===== config.mk =====
export PLATFORM = sky130hd
export DESIGN_NAME = hamming_frame_encoder
export DESIGN_NICKNAME = d
export VERILOG_FILES = /design/src/rtl/hamming_frame_encoder.sv
export SDC_FILE = /design/constraint.sdc
export NUM_CORES = 1
export LEC_CHECK = 0
export ABC_AREA = 1
export BUFFER_PORTS_ARGS = -buffer_cell sky130_fd_sc_hd__buf_2
export CAP_MARGIN = 25
export CORE_UTILIZATION = 55
export CTS_CLUSTER_DIAMETER = 60
export DETAILED_ROUTE_END_ITERATION = 7
export HOLD_SLACK_MARGIN = 0.05
export PLACE_DENSITY_LB_ADDON = 0.25
export SYNTH_ARGS = -nofsm -noshare
export SYNTH_HDL_FRONTEND = slang
export SYNTH_SLANG_ARGS = --single-unit

===== constraint.sdc =====
create_clock -name clk -period 4.3 [get_ports clk]
set_input_delay 0.86 -clock clk [delete_from_list [all_inputs] [get_ports clk]]
set_output_delay 0.86 -clock clk [all_outputs]
set_load 0.03 [all_outputs]

===== src/rtl/hamming_frame_encoder.sv =====
// Hamming(7,4) encoder that packs codewords into frames for the interleaver.
// A flush zero-pads the current partial frame and emits it.
module hamming_frame_encoder #(
    parameter int n          = 7,
    parameter int k          = 4,
    parameter int symbol_num = 4
) (
    input  logic                      clk,
    input  logic                      rst,
    input  logic                      en,
    input  logic [k-1:0]              data_i,
    input  logic                      flush,
    output logic                      rdy,
    output logic                      eno,
    output logic [n*symbol_num-1:0]   data_o
);

    localparam int FW = n * symbol_num;
    localparam int CW = (symbol_num > 1) ? $clog2(symbol_num) : 1;
    localparam logic [CW-1:0] LAST = CW'(symbol_num - 1);

    typedef enum logic {
        FILL,
        PAD
    } state_t;

    state_t          state_q, state_d;
    logic [CW-1:0]   cnt_q, cnt_d;
    logic [FW-1:0]   acc_q, acc_d;
    logic [FW-1:0]   frame_q, frame_d;
    logic            eno_q, eno_d;

    logic [n-1:0]    cw;
    logic [n-1:0]    word;
    logic [FW-1:0]   slot_w;
    logic            last;
    logic            p1, p2, p4;

    assign last = (cnt_q == LAST);

    // Hamming(7,4) codeword: positions 1..7 = p1,p2,d1,p4,d2,d3,d4
    always_comb begin
        p1 = data_i[0] ^ data_i[1] ^ data_i[3];
        p2 = data_i[0] ^ data_i[2] ^ data_i[3];
        p4 = data_i[1] ^ data_i[2] ^ data_i[3];
        cw = {data_i[3], data_i[2], data_i[1], p4,
              data_i[0], p2, p1};
    end

    // Accumulator with this cycle's word (codeword or pad zero) in slot cnt
    always_comb begin
        word   = (state_q == FILL) ? cw : '0;
        slot_w = acc_q;
        slot_w[int'(cnt_q)*n +: n] = word;
    end

    // Next-state logic: slot filling, flush to PAD, and frame emit
    always_comb begin
        state_d = state_q;
        cnt_d   = cnt_q;
        acc_d   = acc_q;
        frame_d = frame_q;
        eno_d   = 1'b0;
        unique case (state_q)
            FILL: begin
                if (en) begin
                    if (last) begin
                        frame_d = slot_w;
                        eno_d   = 1'b1;
                        cnt_d   = '0;
                        acc_d   = '0;
                    end else begin
                        acc_d = slot_w;
                        cnt_d = cnt_q + CW'(1);
                        if (flush) begin
                            state_d = PAD;
                        end
                    end
                end else if (flush && (cnt_q != '0)) begin
                    state_d = PAD;
                end
            end
            PAD: begin
                if (last) begin
                    frame_d = slot_w;
                    eno_d   = 1'b1;
                    cnt_d   = '0;
                    acc_d   = '0;
                    state_d = FILL;
                end else begin
                    acc_d = slot_w;
                    cnt_d = cnt_q + CW'(1);
                end
            end
            default: state_d = FILL;
        endcase
    end

    // State, slot counter, accumulator and output registers
    always_ff @(posedge clk or posedge rst) begin
        if (rst) begin
            state_q <= FILL;
            cnt_q   <= '0;
            acc_q   <= '0;
            frame_q <= '0;
            eno_q   <= 1'b0;
        end else begin
            state_q <= state_d;
            cnt_q   <= cnt_d;
            acc_q   <= acc_d;
            frame_q <= frame_d;
            eno_q   <= eno_d;
        end
    end

    assign rdy    = (state_q == FILL);
    assign eno    = eno_q;
    assign data_o = frame_q;

endmodule


== Yosys cells after proc, flatten, opt, wreduce, memory -nomap -nowiden ==
Cells that the tools add are included.
W data, S select, Z words.
Storage, ports and cells
  word-level logic and storage cells: 41
  flip-flop bits (word level): 60
  bits of input ports: 8
Operators by class
  bitwise logic cells: 7
  $add $sub $neg: 2
  eq/ne operators: 2
  shift operators: 2
  multipliers: 1
  mux-type cells: 20
  reduce and logical (&&, ||, !) cells: 2
Operators by type and width (number)
  $mux W28: 4
  $pmux W28 S2: 2
  $neg A5 Y33: 1
  $shift A7 B33 Y28 const A: 1
  $shiftx A7 B33 Y28: 1
  $bwmux W28: 1
  $mux W1: 7
  $mux W7: 1
  $xor A1 B1 Y1: 6
  $mul A2 B3 Y5 const B: 1
  $mux W2: 2
  $pmux W1 S2: 2
  $pmux W2 S2: 1
  $add A2 B1 Y2 const B: 1
  $eq A2 B2 Y1 const B: 1
  $ne A2 B2 Y1 const B: 1
  $reduce_bool A2 Y1: 1
  $logic_and A1 B1 Y1: 1
  $not A1 Y1: 1

== Longest topological paths before layout ==
  depth in word-level cells: 8
  depth in mapped cells: 9
  gate-level depth less buffers: 9

== Least setup slack after synthesis ==
OpenSTA, ideal clock, no wires.
  path type: input -> register
  start point: in en
  end point: reg acc_q[16]
  buffers on the path: 2
  data arrival time: 1.500 ns
  setup slack: 2.668 ns
  stages: 6
  path through: nor2_1 > buf_6 > nor2_8 > inv_2 > buf_6 > o22ai_1
On the way
  word-level cells in the longest chain between the ends: 1
RTL lines
  from (decl): line 10  | input logic en,
  $ne A2 B2 Y1 (no source line)
  to (signal assigned): line 104  | acc_q <= '0;
  to (signal assigned): line 110  | acc_q <= acc_d;
  to (decl): line 29  | logic [FW-1:0] acc_q, acc_d;
Every way passes these cells.
A chain may end at the register's enable or synchronous reset.

== Worst setup path in the final report ==
  start point: in en
  end point: reg frame_q[15] (netlist: data_o[15])
On the way
  word-level cells in the longest chain between the ends: 1
RTL lines
  $ne A2 B2 Y1 (no source line)
  to (signal assigned): line 111  | frame_q <= frame_d;
  to (decl): line 30  | logic [FW-1:0] frame_q, frame_d;
Every way passes these cells.

==> reports/metrics.sh <==
FP.COREAREA_SQ_MM=0.004848
TIGHTEST_SLEW_PS=680.7
HPWLAFTERDP_UM=4197
TRITONCTS_CLOCK_TREE='done'
CPPEAKSTAGEDELAY_PS=540
CLKSINKCOUNT=60
FINAL_LAYOUT_SIZE_SUFFIX_GT1_SHARE_PCT=16.49
DRT_PASS_1_ITERS=5
YS_SEQ_AREA_SHARE_PCT=52.63
CRIT_PATH_END_KIND='flop'
GRT-OVFL-TOTAL=0
ROUTE.MET3.WL_UM=328
FINAL.PERIOD_UTILIZATION_PCT=51.74
ROUTED_VIA_DENSITY=5.312
POWER_mW=2.161
YOSYS_WARNINGS=0
AREA_GROWTH_SYN_TO_LAYOUT_PCT=13.46
CLKSLEWWORSTSETUPHOLDPATHS_PS=70
SHARE_OF_THE_CORE_FILLED_WITH_CELLS_IN_THE_FINAL_LAYOUT_PCT=66.76
SYN_AVG_CELL_AREA_SQ_UM=8.390
POWERDENSITY_mW_PER_MM2=667.8
ANTENNA_CELLS_INSERTED=0
SYNTHESIS.INSTANCES=340
POWER.IR.VDD_WORST_mV=0.3092
CTS_HOLD_REPAIR.BUFFERS=0
FIN_WORST_SKEW_PS=4.186
WORSTHOLDPATHTYPE='reg -> reg'
ROUTED.TOP_LAYER='met4'
REPORT.FINAL.HOLD_VIOL_COUNT=0
SYNTH_REGISTER_BITS=60
WORST_PATH_MAX_DELAY_CELL='nand2_2'
WIRELENGTH_MET1_UM=2730
TIMING.CRITICAL_PATH.CELLS='buf_2 > nor2_1 > buf_4 > inv_2 > nand2_2 > inv_4 > nor2_1 > a31oi_1'
CLK_PATH_BUF_DEPTH=2
TIMING.CRITICAL_PATH.FANOUT_MAX=41
ANT_NETS=0
INITIAL_UTILIZATION_PCT=58.84
GRT_UTIL_ALL_LAYERS_PCT=25.67
DIEAREA_SQ_MM=0.005479
SYNTH_ENABLE_FLOP_CELLS=0
ANTENNA_FOUND_INITIAL=0
CTS-RESIZED-GATES=0
CAP_VIOLATIONS=0
NUMCTSBUFFERS=9
AREA_OF_THE_MAPPED_NETLIST_SQ_MM=0.002853
WORST_SETUP_PATH_START_KIND='input port'
ROUTEDWLPERCELL_UM=13.47
DPL.CELL_COUNT=433
SYNTH_AREA_LEADERS='dfrtp_1 (53%), nand2_1 (16%), o21ai_0 (4.6%)'
POST-ROUTE-MIN-PERIOD_PS=2225
POSTSYNTH.TOPFLOPCELL='dfrtp_1'
FINAL_SETUP_TNS_PS=0
INSTANCES_NO_FILL=449
SETUP_REPAIR_AFTER_GLOBAL_ROUTING_MISSED_ITS_MARGIN='no'
CP.ARRIVAL_PS=2440
DRV_SLEW=0
FIRST_GLOBAL_VIAS=2288
FLOORPLAN.DIE.WIDTH_UM=74.02
DR_WL_MET2_UM=2853
GP_CONGESTION=0.8030
FLOORPLAN_DIE_HEIGHT_UM=74.02
SETUP_VIOL=0
FILLERINSTANCES=404
MOST_PREVALENT_STANDARD_CELL_ON_THE_CRITICAL_PATH='nor2_1'
WORSTSKEWPAIRLATENCY_PS=340
PLACEMENT_ROWS=25
SYNTH-ASYNC-RESET-RATIO_PCT=100.0
SYNTH_TOP_AREA_SHARE_PCT=52.63
DRT-INITIAL-DRC-COUNT=139
PLACEMENT.IO_BUFFERS=37
GRT_FIRST_PASS_WIRELENGTH_UM=10340
CTS-ROOT-BUF='clkbuf_8'
NNETSFINAL=391
SYNTH_FP_NETS=354
NUM_IO_PINS=38
DR_TOTAL_VIAS=2385
PATH_TYPE_OF_THE_WORST_SETUP_PATH='in -> reg'
SYNTH_CELL_TYPES=24
FMAXACHIEVABLE_MHz=449.4
ROUTE.DETAILED.DRC=0
CTS-HTREE-LEVELS=3
MAX_SLEW_MARGIN_PCT=54.46
STATUS='completed'
SYNTH_TOP_CELL_BY_AREA='dfrtp_1'
TOTALWIRELENGTH_UM=6048
WORST-ENDPOINT-REQUIRED_PS=4510
POST_CTS.REPAIR.SETUP_BUFFERS=0
GRT_START_MAX_NET_PINS=42
POWER.STATIC_LEAKAGE_nW=1.691
[synthesized netlist by cell type, types with 6 or more instances]
master / count
ha_1: 6
o22ai_1: 19
o21ai_0: 26
nand3_1: 16
inv_1: 34
dfrtp_1: 60
nand4_1: 6
a22oi_1: 7
nor2_1: 13
nand2_1: 124
[cell usage in the layout, fill, tap and decap left out, drive strengths merged]
cell type  instances
inv               39
dfrtp             60
a31oi              3
nor2              14
clkbuf            12
ha                 6
clkinvlp           1
nand3             16
nand4              7
a22oi              7
buf               39
clkinv             2
a21oi              1
o21ai             30
o22ai             19
nand2            125
bufinv             1
[metal layers]
| metal | vias up | global-route usage (%) |
|---|---|---|
| li1 | 1184 | - |
| met4 | 0 | 12.61 |
| met3 | 15 | 6.369 |
| met1 | 1116 | 34.47 |
| met2 | 70 | 39.09 |
| met5 | - | 0 |
[worst max-delay path: cells and delay by family]
family	cells	cell delay, ps
AOI/OAI and AO/OA	1	50
buffers and inverters	4	750
and+or+nand+nor	3	760
[path summary, 6_finish.rpt]
path	from	end	slack, ps	depth (start not counted)
max in group asynchronous	rst	acc_q[26]$_DFFE_PP0N_	2910	3
worst max-delay path	en	data_o[15]$_DFFE_PP0P_	2080	8
worst max register to register	cnt_q[0]$_DFFE_PP0N_	data_o[26]$_DFFE_PP0P_	2150	7
min in group asynchronous	rst	data_o[0]$_DFFE_PP0P_	540	2
worst min register to register	data_o[24]$_DFFE_PP0P_	data_o[24]$_DFFE_PP0P_	470	2
worst min-delay path	data_o[24]$_DFFE_PP0P_	data_o[24]$_DFFE_PP0P_	470	2
[power breakdown]
part           switching [mW]  total (mW)  internal [mW]
logic                   0.654       0.871          0.217
clock network           0.214       0.511          0.297
registers              0.0821       0.779          0.697
[per-stage QoR]
| stage | hold WS (ps) | instance area (sq um) | setup slack (ps) |
|---|---|---|---|
| 2_1_floorplan | 449.2 | 2853 | 1955 |
| 3_3_place_gp | 460.5 | 3034 | 1762 |
| 3_5_place_dp | 460.5 | 3034 | 1719 |
| 4_1_cts | 478.6 | 3237 | 2067 |
| 5_1_grt | 499.4 | 3237 | 1881 |
| 6_report | 471.9 | 3237 | 2075 |
[flip-flops by register name (all words and copies together) (netlist names)]
signal	count
acc_q	28
cnt_q	2
data_o	28
eno	1
state_q	1
[final cells by class]
type / instances / area (sq um) / share of cell area [%]
Timing Repair Buffer: 39 / 200.2 / 6.185
Inverter: 39 / 148.9 / 4.600
Tap cell: 67 / 83.83 / 2.590
Sequential cell: 60 / 1501 / 46.39
Clock buffer: 12 / 155.1 / 4.793
Clock inverter: 4 / 47.55 / 1.469
Multi-Input combinational cell: 228 / 1100 / 33.98
[kinds of logic after synthesis]
logic type | share of synthesized area [%]
simple gates | 23.82
compound gates | 12.10
flops | 52.63
buf+inv | 8.815
fa+ha+maj | 2.632
Note: power is estimated with default switching activity, not from simulation.
